$ cat src/rtl/fetch_pkg.sv
// Shared types and constants for the fetch front-end.
package fetch_pkg;

  typedef enum logic [1:0] {
    FETCH = 2'd0,
    IMM   = 2'd1,
    HALT  = 2'd2
  } fetch_state_e;

  localparam logic [15:0] NOP_INSTR   = 16'h0000;
  localparam logic [4:0]  HLT_OP_DEF  = 5'b00001;
  localparam int          IMM_BIT_DEF = 2;

endpackage

$ cat src/rtl/fetch_perf_counter.sv
// Saturating 16-bit event counter; holds at all-ones, cleared only by reset.
module fetch_perf_counter (
  input  logic        clk,
  input  logic        rst,
  input  logic        inc_i,
  output logic [15:0] count_o
);

  logic [15:0] count_q;

  // count events, stop at the top value instead of wrapping
  always_ff @(posedge clk or posedge rst) begin
    if (rst) begin
      count_q <= 16'h0000;
    end else if (inc_i && (count_q != 16'hFFFF)) begin
      count_q <= count_q + 16'h0001;
    end
  end

  assign count_o = count_q;

endmodule

$ cat src/rtl/fetch_sequencer.sv
// Fetch front-end: PC, IF/ID register and one/two-word instruction sequencing.
// Optional performance counters are built when FETCH_PERF_CNT_EN is defined;
// otherwise bubble_cnt and stall_cnt are constant zero.
//
// state | meaning
// FETCH | fetching a new instruction word at pc
// IMM   | first word of a two-word instruction held; fetching its immediate
// HALT  | HLT issued; pc frozen, IF/ID drives NOP until a jump or reset
module fetch_sequencer
  import fetch_pkg::*;
#(
  parameter int             AW       = 16,
  parameter int             IW       = 16,
  parameter logic [AW-1:0]  RESET_PC = '0,
  parameter int             IMM_BIT  = IMM_BIT_DEF,
  parameter logic [4:0]     HLT_OP   = HLT_OP_DEF
) (
  input  logic          clk,
  input  logic          rst,
  input  logic [IW-1:0] instr_in,
  output logic [AW-1:0] pc,
  input  logic          stall,
  input  logic          jump_taken,
  input  logic [AW-1:0] jump_target,
  output logic [IW-1:0] ifid_instr,
  output logic [IW-1:0] ifid_imm,
  output logic          ifid_valid,
  output logic          ifid_bubble,
  output logic          halted,
  output logic [15:0]   bubble_cnt,
  output logic [15:0]   stall_cnt
);

  localparam logic [IW-1:0] NOP = IW'(NOP_INSTR);

  fetch_state_e  state_q,   state_d;
  logic [AW-1:0] pc_q,      pc_d;
  logic [IW-1:0] instr_q,   instr_d;
  logic [IW-1:0] imm_q,     imm_d;
  logic          valid_q,   valid_d;
  logic          bubble_q,  bubble_d;
  logic [IW-1:0] pending_q, pending_d;

  logic word_has_imm;
  logic word_is_hlt;

  assign word_has_imm = instr_in[IMM_BIT];
  assign word_is_hlt  = (instr_in[IW-1:IW-5] == HLT_OP);

  // state, pc, pending word and IF/ID register
  always_ff @(posedge clk or posedge rst) begin
    if (rst) begin
      state_q   <= FETCH;
      pc_q      <= RESET_PC;
      instr_q   <= NOP;
      imm_q     <= '0;
      valid_q   <= 1'b0;
      bubble_q  <= 1'b0;
      pending_q <= '0;
    end else begin
      state_q   <= state_d;
      pc_q      <= pc_d;
      instr_q   <= instr_d;
      imm_q     <= imm_d;
      valid_q   <= valid_d;
      bubble_q  <= bubble_d;
      pending_q <= pending_d;
    end
  end

  // next state: jump beats stall beats normal sequencing; stall holds everything
  always_comb begin
    state_d   = state_q;
    pc_d      = pc_q;
    instr_d   = instr_q;
    imm_d     = imm_q;
    valid_d   = valid_q;
    bubble_d  = bubble_q;
    pending_d = pending_q;

    if (jump_taken) begin
      state_d   = FETCH;
      pc_d      = jump_target;
      instr_d   = NOP;
      imm_d     = '0;
      valid_d   = 1'b0;
      bubble_d  = 1'b0;
      pending_d = '0;
    end else if (!stall) begin
      case (state_q)
        FETCH: begin
          pc_d = pc_q + AW'(1);
          if (word_has_imm) begin
            pending_d = instr_in;
            instr_d   = NOP;
            imm_d     = '0;
            valid_d   = 1'b0;
            bubble_d  = 1'b1;
            state_d   = IMM;
          end else begin
            instr_d  = instr_in;
            imm_d    = '0;
            valid_d  = 1'b1;
            bubble_d = 1'b0;
            if (word_is_hlt) state_d = HALT;
          end
        end
        IMM: begin
          pc_d     = pc_q + AW'(1);
          instr_d  = pending_q;
          imm_d    = instr_in;
          valid_d  = 1'b1;
          bubble_d = 1'b0;
          state_d  = FETCH;
        end
        HALT: begin
          instr_d  = NOP;
          imm_d    = '0;
          valid_d  = 1'b0;
          bubble_d = 1'b0;
        end
        default: begin
          state_d = FETCH;
        end
      endcase
    end
  end

  assign pc          = pc_q;
  assign ifid_instr  = instr_q;
  assign ifid_imm    = imm_q;
  assign ifid_valid  = valid_q;
  assign ifid_bubble = bubble_q;
  assign halted      = (state_q == HALT);

`ifdef FETCH_PERF_CNT_EN
  logic bubble_inc;
  logic stall_inc;

  assign bubble_inc = !jump_taken && !stall && (state_q == FETCH) && word_has_imm;
  assign stall_inc  = stall && !jump_taken;

  fetch_perf_counter u_bubble_cnt (
    .clk     (clk),
    .rst     (rst),
    .inc_i   (bubble_inc),
    .count_o (bubble_cnt)
  );

  fetch_perf_counter u_stall_cnt (
    .clk     (clk),
    .rst     (rst),
    .inc_i   (stall_inc),
    .count_o (stall_cnt)
  );
`else
  assign bubble_cnt = 16'h0000;
  assign stall_cnt  = 16'h0000;
`endif

endmodule

$ cat config.mk
export PLATFORM = sky130hd
export DESIGN_NAME = fetch_sequencer
export DESIGN_NICKNAME = d
export VERILOG_FILES = /design/src/rtl/fetch_pkg.sv /design/src/rtl/fetch_perf_counter.sv /design/src/rtl/fetch_sequencer.sv
export SDC_FILE = /design/constraint.sdc
export NUM_CORES = 1
export LEC_CHECK = 0
export ABC_AREA = 0
export BUFFER_PORTS_ARGS = -buffer_cell sky130_fd_sc_hd__buf_2
export CORE_MARGIN = 3
export CORE_UTILIZATION = 50
export DETAILED_ROUTE_END_ITERATION = 7
export GPL_ROUTABILITY_DRIVEN = 1
export HOLD_SLACK_MARGIN = 0.1
export PLACE_DENSITY = 0.92
export SLEW_MARGIN = 20
export SYNTH_ARGS = -nofsm -noshare
export SYNTH_HDL_FRONTEND = slang
export SYNTH_SLANG_ARGS = --single-unit
$ cat constraint.sdc
create_clock -name clk -period 2.8 [get_ports clk]
set_input_delay 0.56 -clock clk [delete_from_list [all_inputs] [get_ports clk]]
set_output_delay 0.56 -clock clk [all_outputs]
set_load 0.03 [all_outputs]
==> results of run 1 <==
-- stage by stage --
step | utilization, % | cell area [sq um]
6_report | 62.4 | 3820
5_1_grt | 62.4 | 3820
4_1_cts | 62.4 | 3820
3_5_place_dp | 59.6 | 3660
3_3_place_gp | 59.6 | 3660
2_1_floorplan | - | 3400
-- worst max-delay path: cells and delay by family, from the launching register on --
family          cells  cell delay [ns]
simple gates        2             0.71
compound gates      2             0.54
flops               1             0.42
fa+ha+maj           1             0.35
buf+inv             1             0.14
-- metal layers --
metal	track usage, %	vias to the layer above	share of wire, %
li1	-	1245	-
met2	34.4	140	49
met3	3.78	12	8.8
met5	0	-	0
met1	28.4	1314	41
met4	10.5	0	1.5
-- Yosys cell counts --
| cell | instances |
|---|---|
| and3_1 | 2 |
| nor3_1 | 2 |
| o31ai_1 | 16 |
| conb_1 | 1 |
| nand2b_1 | 1 |
| and4_1 | 4 |
| a21o_1 | 1 |
| o22a_1 | 1 |
| nand2_1 | 32 |
| and2_0 | 1 |
| a22o_1 | 29 |
| o21ba_2 | 2 |
| clkbuf_1 | 15 |
| o21ai_0 | 21 |
| a211oi_2 | 1 |
| nand3_1 | 6 |
| nand4_4 | 1 |
| buf_4 | 32 |
| o22ai_1 | 1 |
| and2_1 | 1 |
| nand4_1 | 4 |
| ha_1 | 4 |
| nand4b_1 | 1 |
| xor2_1 | 5 |
| nor2_1 | 10 |
| inv_1 | 8 |
| xnor2_1 | 2 |
| dfrtp_1 | 68 |
| buf_2 | 3 |
| a21oi_1 | 2 |
| a31oi_1 | 9 |
| or4b_2 | 1 |
| buf_6 | 1 |
| or3_1 | 7 |
| or4_1 | 1 |
| a22oi_1 | 15 |
| a32o_1 | 1 |
| mux2i_1 | 1 |
-- registers in the layout (all words and copies together), names as in the netlist --
register / flops
ifid_imm: 16
ifid_instr: 16
pc: 16
pending_q: 16
state_q: 2
ifid_bubble: 1
ifid_valid: 1
-- worst max-delay path by stage --
stage | endpoint | startpoint | depth (start not counted) | slack [ns]
after floorplan | ifid_bubble | rst | 1 | 0.53
after global placement | state_q[0] | jump_taken | 5 | 0.73
after detailed placement | pc[15] | state_q[0] | 6 | 0.67
after CTS | pc[15] | state_q[0] | 6 | 0.55
after global routing | ifid_instr[15] | state_q[0] | 5 | 0.28
final | pc[15] | state_q[0] | 6 | 0.55
-- cells in the final DEF, fill, tap and decap left out, drive strengths merged --
master | Yosys | final
buf | 36 | 91
dfrtp | 68 | 68
nand2 | 32 | 32
conb | 1 | 32
a22o | 29 | 29
o21ai | 21 | 21
o31ai | 16 | 16
a22oi | 15 | 15
clkbuf | 15 | 13
nor2 | 10 | 10
a31oi | 9 | 9
inv | 8 | 8
or3 | 7 | 7
nand3 | 6 | 6
xor2 | 5 | 5
nand4 | 5 | 5
and4 | 4 | 4
ha | 4 | 4
o21ba | 2 | 2
xnor2 | 2 | 2
and3 | 2 | 2
nor3 | 2 | 2
clkinv | 0 | 2
and2 | 2 | 2
a21oi | 2 | 2
a211oi | 1 | 1
mux2i | 1 | 1
a21o | 1 | 1
or4b | 1 | 1
o22ai | 1 | 1
a32o | 1 | 1
nand2b | 1 | 1
or4 | 1 | 1
nand4b | 1 | 1
o22a | 1 | 1
-- power groups by stage --
| stage | Sequential [uW] | Clock [uW] | Combinational (uW) |
|---|---|---|---|
| 2_1_floorplan | 1200 | 0 | 274 |
| 3_3_place_gp | 1110 | 0 | 461 |
| 3_5_place_dp | 1110 | 0 | 472 |
| 4_1_cts | 1100 | 728 | 477 |
| 5_1_grt | 1110 | 775 | 517 |
| 6_report | 1100 | 711 | 476 |
-- logic make-up after synthesis --
| family | share of synthesized area [%] |
|---|---|
| muxes | 0.305 |
| other | 0.114 |
| AOI/OAI and AO/OA | 22.0 |
| and+or+nand+nor | 11.6 |
| adders and majority gates | 1.52 |
| DFF | 51.8 |
| buffers and inverters | 10.7 |
| xor gates and xnor gates | 1.87 |
-- cell type report --
type / instances / share of cell area [%]
Sequential cell: 68 / 44.5
Multi-Input combinational cell: 217 / 35.6
Timing Repair Buffer: 91 / 12.2
Clock buffer: 13 / 4.15
Tap cell: 75 / 2.45
Inverter: 8 / 0.785
Clock inverter: 2 / 0.262
==> flow_metrics.env, run 1 <==
export IMPL_r2r_cells=6
export IMPL_place_ws_ns=0.666
export IMPL_ys_ff_latch=68
export IMPL_place_inst=459
export IMPL_post_route_period_util_pct=80.5
export IMPL_syn_area_sq_um=3280
export IMPL_htree_levels=3
export IMPL_synth_top_area_share_pct=51.8
export IMPL_yosys_area_top_type="dfrtp_1"
export IMPL_vdd_drop_max_mv=0.334
export IMPL_fin_setup_tns_ns=0
export IMPL_first_pass_iters=4
export IMPL_yosysSeqAreaShare_pct=51.8
export IMPL_finalClockSkew_ns=0.00561
export IMPL_worst_slack_ns=0.546
export IMPL_slowest_stage="or4_1"
export IMPL_end_kind="flip-flop"
export IMPL_netlist_top_cells_area="dfrtp_1, a22o_1, buf_4"
export IMPL_grt_overflow_total=0
export IMPL_min_period_ns=2.25
export IMPL_hold_violations=0
export IMPL_crit_arrival_ns=2.51
export IMPL_crit_path_max_fanout=10
export IMPL_p_leak_uw=0.00192
export IMPL_power_density_nw_per_um2=598
export IMPL_maxCapViolations=0
export IMPL_crit_reg2reg_launch="state_q[0]"
export IMPL_rows=28
export IMPL_vias=2711
export IMPL_layout_drive_gt1_share_pct=28.1
export IMPL_required_ns=3.06
export IMPL_cts_buffer_depth=2
export IMPL_finalHoldWorstSlack_ns=0.153
export IMPL_grt_usage_pct=21.6
export IMPL_clk_latency_ns=0.34
export IMPL_finalSetupViolCount=0
export IMPL_slowest_delay_ns=0.50
export IMPL_p_sw_share_pct=32.7
export IMPL_rsz0062_at_grt="no"
export IMPL_wire_per_inst_um=16.7
export IMPL_power_total_uw=2290
export IMPL_min_path_type="in2async"
export IMPL_drc=0
export IMPL_fillers=489
export IMPL_detail_route_antenna_nets=0
export IMPL_startpoint_type="flip-flop"
export IMPL_io_buffers=86
export IMPL_max_slew_margin_pct=37.1
export IMPL_maxSlewViolCount=0
export IMPL_numCtsBuffers=9
export IMPL_status="finished clean"
export IMPL_clock_root_buffer="clkbuf_8"
export IMPL_start_util_pct=53.6
export IMPL_ys_warn_count=0
export IMPL_dp_hpwl_um=5390
export IMPL_post_cts_resized=0
export IMPL_worstSetupPathType="reg2reg"
export IMPL_path_clk_slew_ns=0.07
export IMPL_drt_wl_total_um=7920
export IMPL_syn_inst=313
export IMPL_io_pins=119
export IMPL_pwr_share_seq_pct=48.1
export IMPL_grt_max_degree=39
export IMPL_antenna_cells=0
export IMPL_p_clk_share_pct=31.1
export IMPL_finalNetCount=435
export IMPL_fin_cells=474
export IMPL_r2r_slack_ns=0.55
export IMPL_clock_sinks=68
export IMPL_final_seq_area_sq_um=1700
export IMPL_multi_input_area_sq_um=1360
export IMPL_grt_pass1_vias=2586
export IMPL_postSynthAreaPerCell_sq_um=10.5
export IMPL_die_width_um=87.0
export IMPL_worstMarginPinSlew_ns=0.943
export IMPL_die_h_um=87.0
export IMPL_reg2reg_to="pc[15]"
export IMPL_routed_via_density=5.72
export IMPL_synth_cell_types=38
export IMPL_cts_tree="yes"
export IMPL_hold_buffers=0
export IMPL_die_area_sq_um=7570
export IMPL_syn_to_final_growth_pct=16.5
export IMPL_p_int_uw=1540
export IMPL_antenna_found_initial=0
export IMPL_cts_setup_buffers=0
export IMPL_grt_pass1_wl_um=12700
export IMPL_path_cells="inv_1 -> ha_1 -> o21ba_2 -> nand4_4 -> or4_1 -> a31oi_1"
export IMPL_p_sw_uw=747
export IMPL_comb_power_share_pct=20.8
export IMPL_clock_fmax_mhz=444
export IMPL_core_sq_um=6130
export IMPL_gp_congestion=0.792
export IMPL_drt_iter0_markers=185
Note: power is estimated with default switching activity, not from simulation.
==> run 2, diff against run 1 <==
- ABC_AREA: 0 -> 1
- CORE_UTILIZATION: 50 -> 51
- PLACE_DENSITY: 0.92 -> 0.91
- clock period: 2.8 -> 2.1 ns (I/O delays scaled with it)
==> run 2 against run 1 <==
Sequential share of layout area shrank 5.2 points. Synthesized cell count is 48% higher. Maximum frequency up 22%. Routed wire length grew 13%. Synthesized area increased by 13%. Register-to-register slack lost 0.30 ns. Die area rose by 10%. Final area rose by 13%. Combinational power up 110%.
==> flow_metrics.env, run 2 <==
export IMPL_drt_iter0_markers=261
export IMPL_max_slew_margin_pct=62.5
export IMPL_dp_hpwl_um=6300
export IMPL_layout_drive_gt1_share_pct=23.5
export IMPL_comb_power_share_pct=27.0
export IMPL_synth_main_ff_cell="dfrtp_1"
export IMPL_grt_max_degree=51
export IMPL_synthTopCellsByCount="nand2_1, inv_1, dfrtp_1, o21ai_0"
export IMPL_grt_overflow_total=0
export IMPL_slowest_stage="nand2_1"
export IMPL_numCtsBuffers=9
export IMPL_yosysMostFrequentCell="nand2_1"
export IMPL_post_route_period_util_pct=88.2
export IMPL_finalClockSkew_ns=0.00888
export IMPL_mostFrequentLayoutCells="nand2_1, buf_2, inv_1"
export IMPL_grt_pass1_wl_um=14900
export IMPL_clock_root_buffer="clkbuf_8"
export IMPL_pwr_share_seq_pct=41.8
export IMPL_grt_usage_pct=22.1
export IMPL_die_h_um=91.3
export IMPL_worstSetupPathType="reg2reg"
export IMPL_end_kind="flip-flop"
export IMPL_drc=0
export IMPL_startpoint_type="flip-flop"
export IMPL_start_util_pct=53.7
export IMPL_synth_edff_count=0
export IMPL_path_cells="inv_1 -> ha_1 -> nand2_1 -> o22ai_1 -> nand2_1 -> o21ai_0"
export IMPL_gp_congestion=0.888
export IMPL_syn_inst=464
export IMPL_vias=3343
export IMPL_antenna_found_initial=0
export IMPL_r2r_cells=6
export IMPL_reg2reg_to="ifid_instr[13]"
export IMPL_p_sw_share_pct=36.3
export IMPL_yosys_area_top_type="dfrtp_1"
export IMPL_worstMarginPinSlew_ns=0.561
export IMPL_syn_to_final_growth_pct=16.6
export IMPL_r2r_slack_ns=0.25
export IMPL_mostFrequentLayoutCell="nand2_1"
export IMPL_worst_slack_ns=0.247
export IMPL_crit_path_max_fanout=16
export IMPL_netlist_top_cells_area="dfrtp_1, nand2_1, inv_1"
export IMPL_p_sw_uw=1370
export IMPL_cts_tree="yes"
export IMPL_cp_endpoint="ifid_instr[13]"
export IMPL_cp_startpoint="state_q[1]"
export IMPL_core_sq_um=6910
export IMPL_p_leak_uw=0.00228
export IMPL_ys_warn_count=0
export IMPL_finalHoldWorstSlack_ns=0.346
export IMPL_slowest_delay_ns=0.39
export IMPL_maxSlewViolCount=0
export IMPL_path_clk_slew_ns=0.07
export IMPL_io_buffers=86
export IMPL_die_area_sq_um=8340
export IMPL_yosysSeqAreaShare_pct=45.8
export IMPL_vdd_drop_max_mv=0.469
export IMPL_routed_via_density=5.14
export IMPL_first_pass_iters=4
export IMPL_status="finished clean"
export IMPL_power_density_nw_per_um2=871
export IMPL_min_path_type="in2reg"
export IMPL_drt_wl_total_um=8960
export IMPL_cts_buffer_depth=2
export IMPL_required_ns=2.37
export IMPL_hold_violations=0
export IMPL_fin_setup_tns_ns=0
export IMPL_crit_reg2reg_launch="state_q[1]"
export IMPL_synth_top_area_share_pct=45.8
export IMPL_htree_levels=3
export IMPL_grt_pass1_vias=3135
export IMPL_post_cts_resized=0
export IMPL_postSynthAreaPerCell_sq_um=8.00
export IMPL_syn_area_sq_um=3710
export IMPL_die_width_um=91.3
export IMPL_clk_latency_ns=0.35
export IMPL_synth_cell_types=28
export IMPL_min_period_ns=1.85
export IMPL_worst_path_most_repeated_cell="nand2_1"
export IMPL_maxCapViolations=0
export IMPL_ys_ff_latch=68
export IMPL_rows=30
export IMPL_place_ws_ns=0.288
export IMPL_detail_route_antenna_nets=0
export IMPL_wire_per_inst_um=13.8
export IMPL_rsz0062_at_grt="no"
export IMPL_async_flop_share_pct=100
export IMPL_clock_sinks=68
export IMPL_io_pins=119
export IMPL_crit_arrival_ns=2.12
export IMPL_finalSetupViolCount=0
export IMPL_finalNetCount=590
export IMPL_p_clk_share_pct=31.2
export IMPL_antenna_cells=0
export IMPL_p_int_uw=2400
export IMPL_clock_fmax_mhz=540
## run 2: final cells by class
class                      instances  area [sq um]
multi-input combinational        298          1490
timing repair buffer              95           513
inverter                          78           297
tap                               96           120
clock inverter                     6          88.8
fill                             577          2580
clock buffer                       9           124
sequential                        68          1700
## run 2: worst min-delay path by stage
stage          slack, ns           start      endpoint  cells past startpoint
4_1_cts             0.33  jump_target[1]         pc[1]                      3
5_1_grt             0.35  jump_target[1]         pc[1]                      3
3_5_place_dp        0.47             rst         pc[0]                      2
6_report            0.35  jump_target[1]         pc[1]                      3
2_1_floorplan       0.51    pending_q[2]  pending_q[2]                      2
3_3_place_gp        0.46             rst         pc[2]                      2
## run 2: power groups by stage
stage / Sequential (uW) / Clock, uW / Combinational [uW]
final: 1580 / 1180 / 1020
after global routing: 1600 / 1260 / 1120
after CTS: 1570 / 1200 / 1020
after detailed placement: 1600 / 0 / 1010
after global placement: 1590 / 0 / 978
after floorplan: 1780 / 0 / 594
## run 2: through the flow
step	util (%)	cells	power (uW)	instance area [sq um]
after floorplan	-	495	2380	3830
after global placement	59.5	634	2570	4110
after detailed placement	59.5	634	2600	4110
after CTS	62.7	650	3780	4330
after global routing	62.7	650	3980	4330
final	62.7	650	3770	4330
## run 2: cells by family after synthesis
logic type	after synthesis	share of synthesized area [%]
fa+ha+maj	4	1.35
buf+inv	129	17.3
simple gates	157	17.6
other cells	1	0.101
compound gates	105	17.8
flops	68	45.8
## run 2: timing repair
| item | CTS | global route |
|---|---|---|
| endpoints found under the hold margin | 9 | 0 |
| buffers inserted | 0 | 0 |
| hold buffers | 1 | 0 |
## run 2: worst max-delay path: cells and delay by family (launching register included)
family	cells	cell delay, ns
compound gates	2	0.55
simple gates	2	0.48
flops	1	0.38
fa+ha+maj	1	0.29
buf+inv	1	0.09
## run 2: layer usage
layer / up-vias / routed length [um] / track usage [%]
li1: 1602 / - / -
met1: 1550 / 3880 / 30.1
met2: 179 / 4190 / 33.9
met3: 12 / 766 / 5.63
met4: 0 / 125 / 8.42
met5: - / 0 / 0
==> run 3, diff against run 2 <==
- GPL_TIMING_DRIVEN: not set -> 0
==> run 3 against run 2 <==
Critical path depth rose by 2. Critical endpoint is now ifid_instr[9]. Power grew 8.7%. Clock power grew 20%. Die area unchanged. Clock skew up 0.0046 ns. Cell count is 6.6% higher. Sequential share of layout area decreased by 2.8 points. Maximum frequency decreased by 8.1%. Final area grew 7.7%. Worst hold slack lost 0.15 ns. Utilization up 4.8 points. Flip-flop and latch count stayed put.
==> flow_metrics.env, run 3 (synthesized netlist as in run 2, its figures left out) <==
export IMPL_antenna_found_initial=0
export IMPL_r2r_cells=8
export IMPL_htree_levels=3
export IMPL_end_kind="flip-flop"
export IMPL_finalClockSkew_ns=0.0135
export IMPL_first_pass_iters=8
export IMPL_routed_via_density=5.17
export IMPL_core_sq_um=6910
export IMPL_hold_buffers=0
export IMPL_grt_overflow_total=0
export IMPL_clock_sinks=68
export IMPL_hold_violations=0
export IMPL_max_slew_margin_pct=48.9
export IMPL_clk_latency_ns=0.35
export IMPL_finalNetCount=633
export IMPL_post_route_period_util_pct=96.0
export IMPL_required_ns=2.35
export IMPL_io_pins=119
export IMPL_grt_pass1_vias=3400
export IMPL_min_path_type="in2async"
export IMPL_dpl_cell_area_sq_um=4400
export IMPL_drc=0
export IMPL_numCtsBuffers=9
export IMPL_rows=30
export IMPL_fin_setup_tns_ns=0
export IMPL_rsz0062_at_grt="no"
export IMPL_clock_fmax_mhz=496
export IMPL_status="finished clean"
export IMPL_fillers=554
export IMPL_path_clk_slew_ns=0.08
export IMPL_reg2reg_to="ifid_instr[9]"
export IMPL_finalHoldWorstSlack_ns=0.194
export IMPL_power_density_nw_per_um2=879
export IMPL_grt_pass1_wl_um=15800
export IMPL_layout_drive_gt1_share_pct=27.8
export IMPL_grt_usage_pct=23.3
export IMPL_detail_route_antenna_nets=0
export IMPL_finalSetupViolCount=0
export IMPL_gp_congestion=0.897
export IMPL_die_width_um=91.3
export IMPL_worstSetupPathType="reg2reg"
export IMPL_vdd_drop_max_mv=0.497
export IMPL_r2r_slack_ns=0.08
export IMPL_syn_to_final_growth_pct=25.6
export IMPL_final_util_pct=67.5
export IMPL_antenna_cells=0
export IMPL_worst_slack_ns=0.0835
export IMPL_maxCapViolations=0
export IMPL_p_leak_uw=0.00250
export IMPL_die_area_sq_um=8340
export IMPL_maxSlewViolCount=0
export IMPL_dp_hpwl_um=6940
export IMPL_worstMarginPinSlew_ns=0.765
export IMPL_crit_path_max_fanout=10
export IMPL_wire_per_inst_um=13.9
export IMPL_io_buffers=86
export IMPL_crit_arrival_ns=2.27
export IMPL_grt_max_degree=37
export IMPL_drt_iter0_markers=302
export IMPL_vias=3580
export IMPL_crit_reg2reg_launch="state_q[0]"
export IMPL_startpoint_type="flip-flop"
export IMPL_die_h_um=91.3
export IMPL_mostFrequentLayoutCells="nand2_1, buf_2, inv_1"
export IMPL_drt_wl_total_um=9650
export IMPL_final_seq_area_sq_um=1700
export IMPL_min_period_ns=2.02
export IMPL_cts_buffer_depth=2
export IMPL_clock_root_buffer="clkbuf_8"
export IMPL_place_ws_ns=0.163
export IMPL_start_util_pct=53.7
export IMPL_postLayoutCellArea_sq_um=4660
export IMPL_multi_input_area_sq_um=1490
export IMPL_cts_tree="yes"
export IMPL_mostFrequentLayoutCell="nand2_1"
==> run 3: final cells by class <==
| type | instances | share of cell area, % |
|---|---|---|
| Inverter | 78 | 6.36 |
| Multi-Input combinational cell | 298 | 31.9 |
| Clock inverter | 6 | 2.92 |
| Timing Repair Buffer | 87 | 9.66 |
| Tap cell | 96 | 2.58 |
| Buffer | 51 | 7.46 |
| Clock buffer | 9 | 2.66 |
| Sequential cell | 68 | 36.5 |
==> run 3: how the worst max path moves through the flow <==
stage,start,slack (ns),to,cells after the start
floorplan,state_q[0],0.41,ifid_instr[10],8
global placement,state_q[0],0.25,ifid_instr[13],8
detailed placement,state_q[0],0.16,ifid_instr[11],8
CTS,state_q[0],0.10,ifid_instr[14],8
global route,state_q[0],0.02,ifid_instr[14],8
finish,state_q[0],0.08,ifid_instr[9],8
==> run 3: routing by layer <==
layer	up-vias	share of wire [%]	GRT usage, %	wire [um]
met2	212	46	37.3	4450
met5	-	0	0	0
met3	36	8.8	5.30	852
li1	1698	-	-	-
met4	0	3.2	9.42	305
met1	1634	42	30.5	4040
==> run 3: power breakdown <==
group	switching, uW	total, uW	internal, uW	leakage [uW]
registers	128	1580	1450	0.000886
clock network	518	1420	906	0.000126
logic	756	1090	336	0.00149
==> run 3: worst max-delay path: stages (launching register included) <==
cell and delay [ns]:
dfrtp_1 0.35, inv_1 0.08, ha_1 0.36, or2_2 0.31
clkbuf_1 0.18, buf_4 0.21, o22ai_1 0.12, nand2_1 0.09
o21ai_0 0.21
==> run 3: repair_timing <==
item                                    4_1_cts  5_1_grt
gates resized for setup                       0        3
endpoints found under the setup margin        0        3
endpoints found under the hold margin         0        0
setup buffers                                 0        0
==> run 3: through the flow <==
step           total power, uW  instances
2_1_floorplan             2380        495
3_3_place_gp              2620        677
3_5_place_dp              2670        678
4_1_cts                   4080        693
5_1_grt                   4280        693
6_report                  4100        693
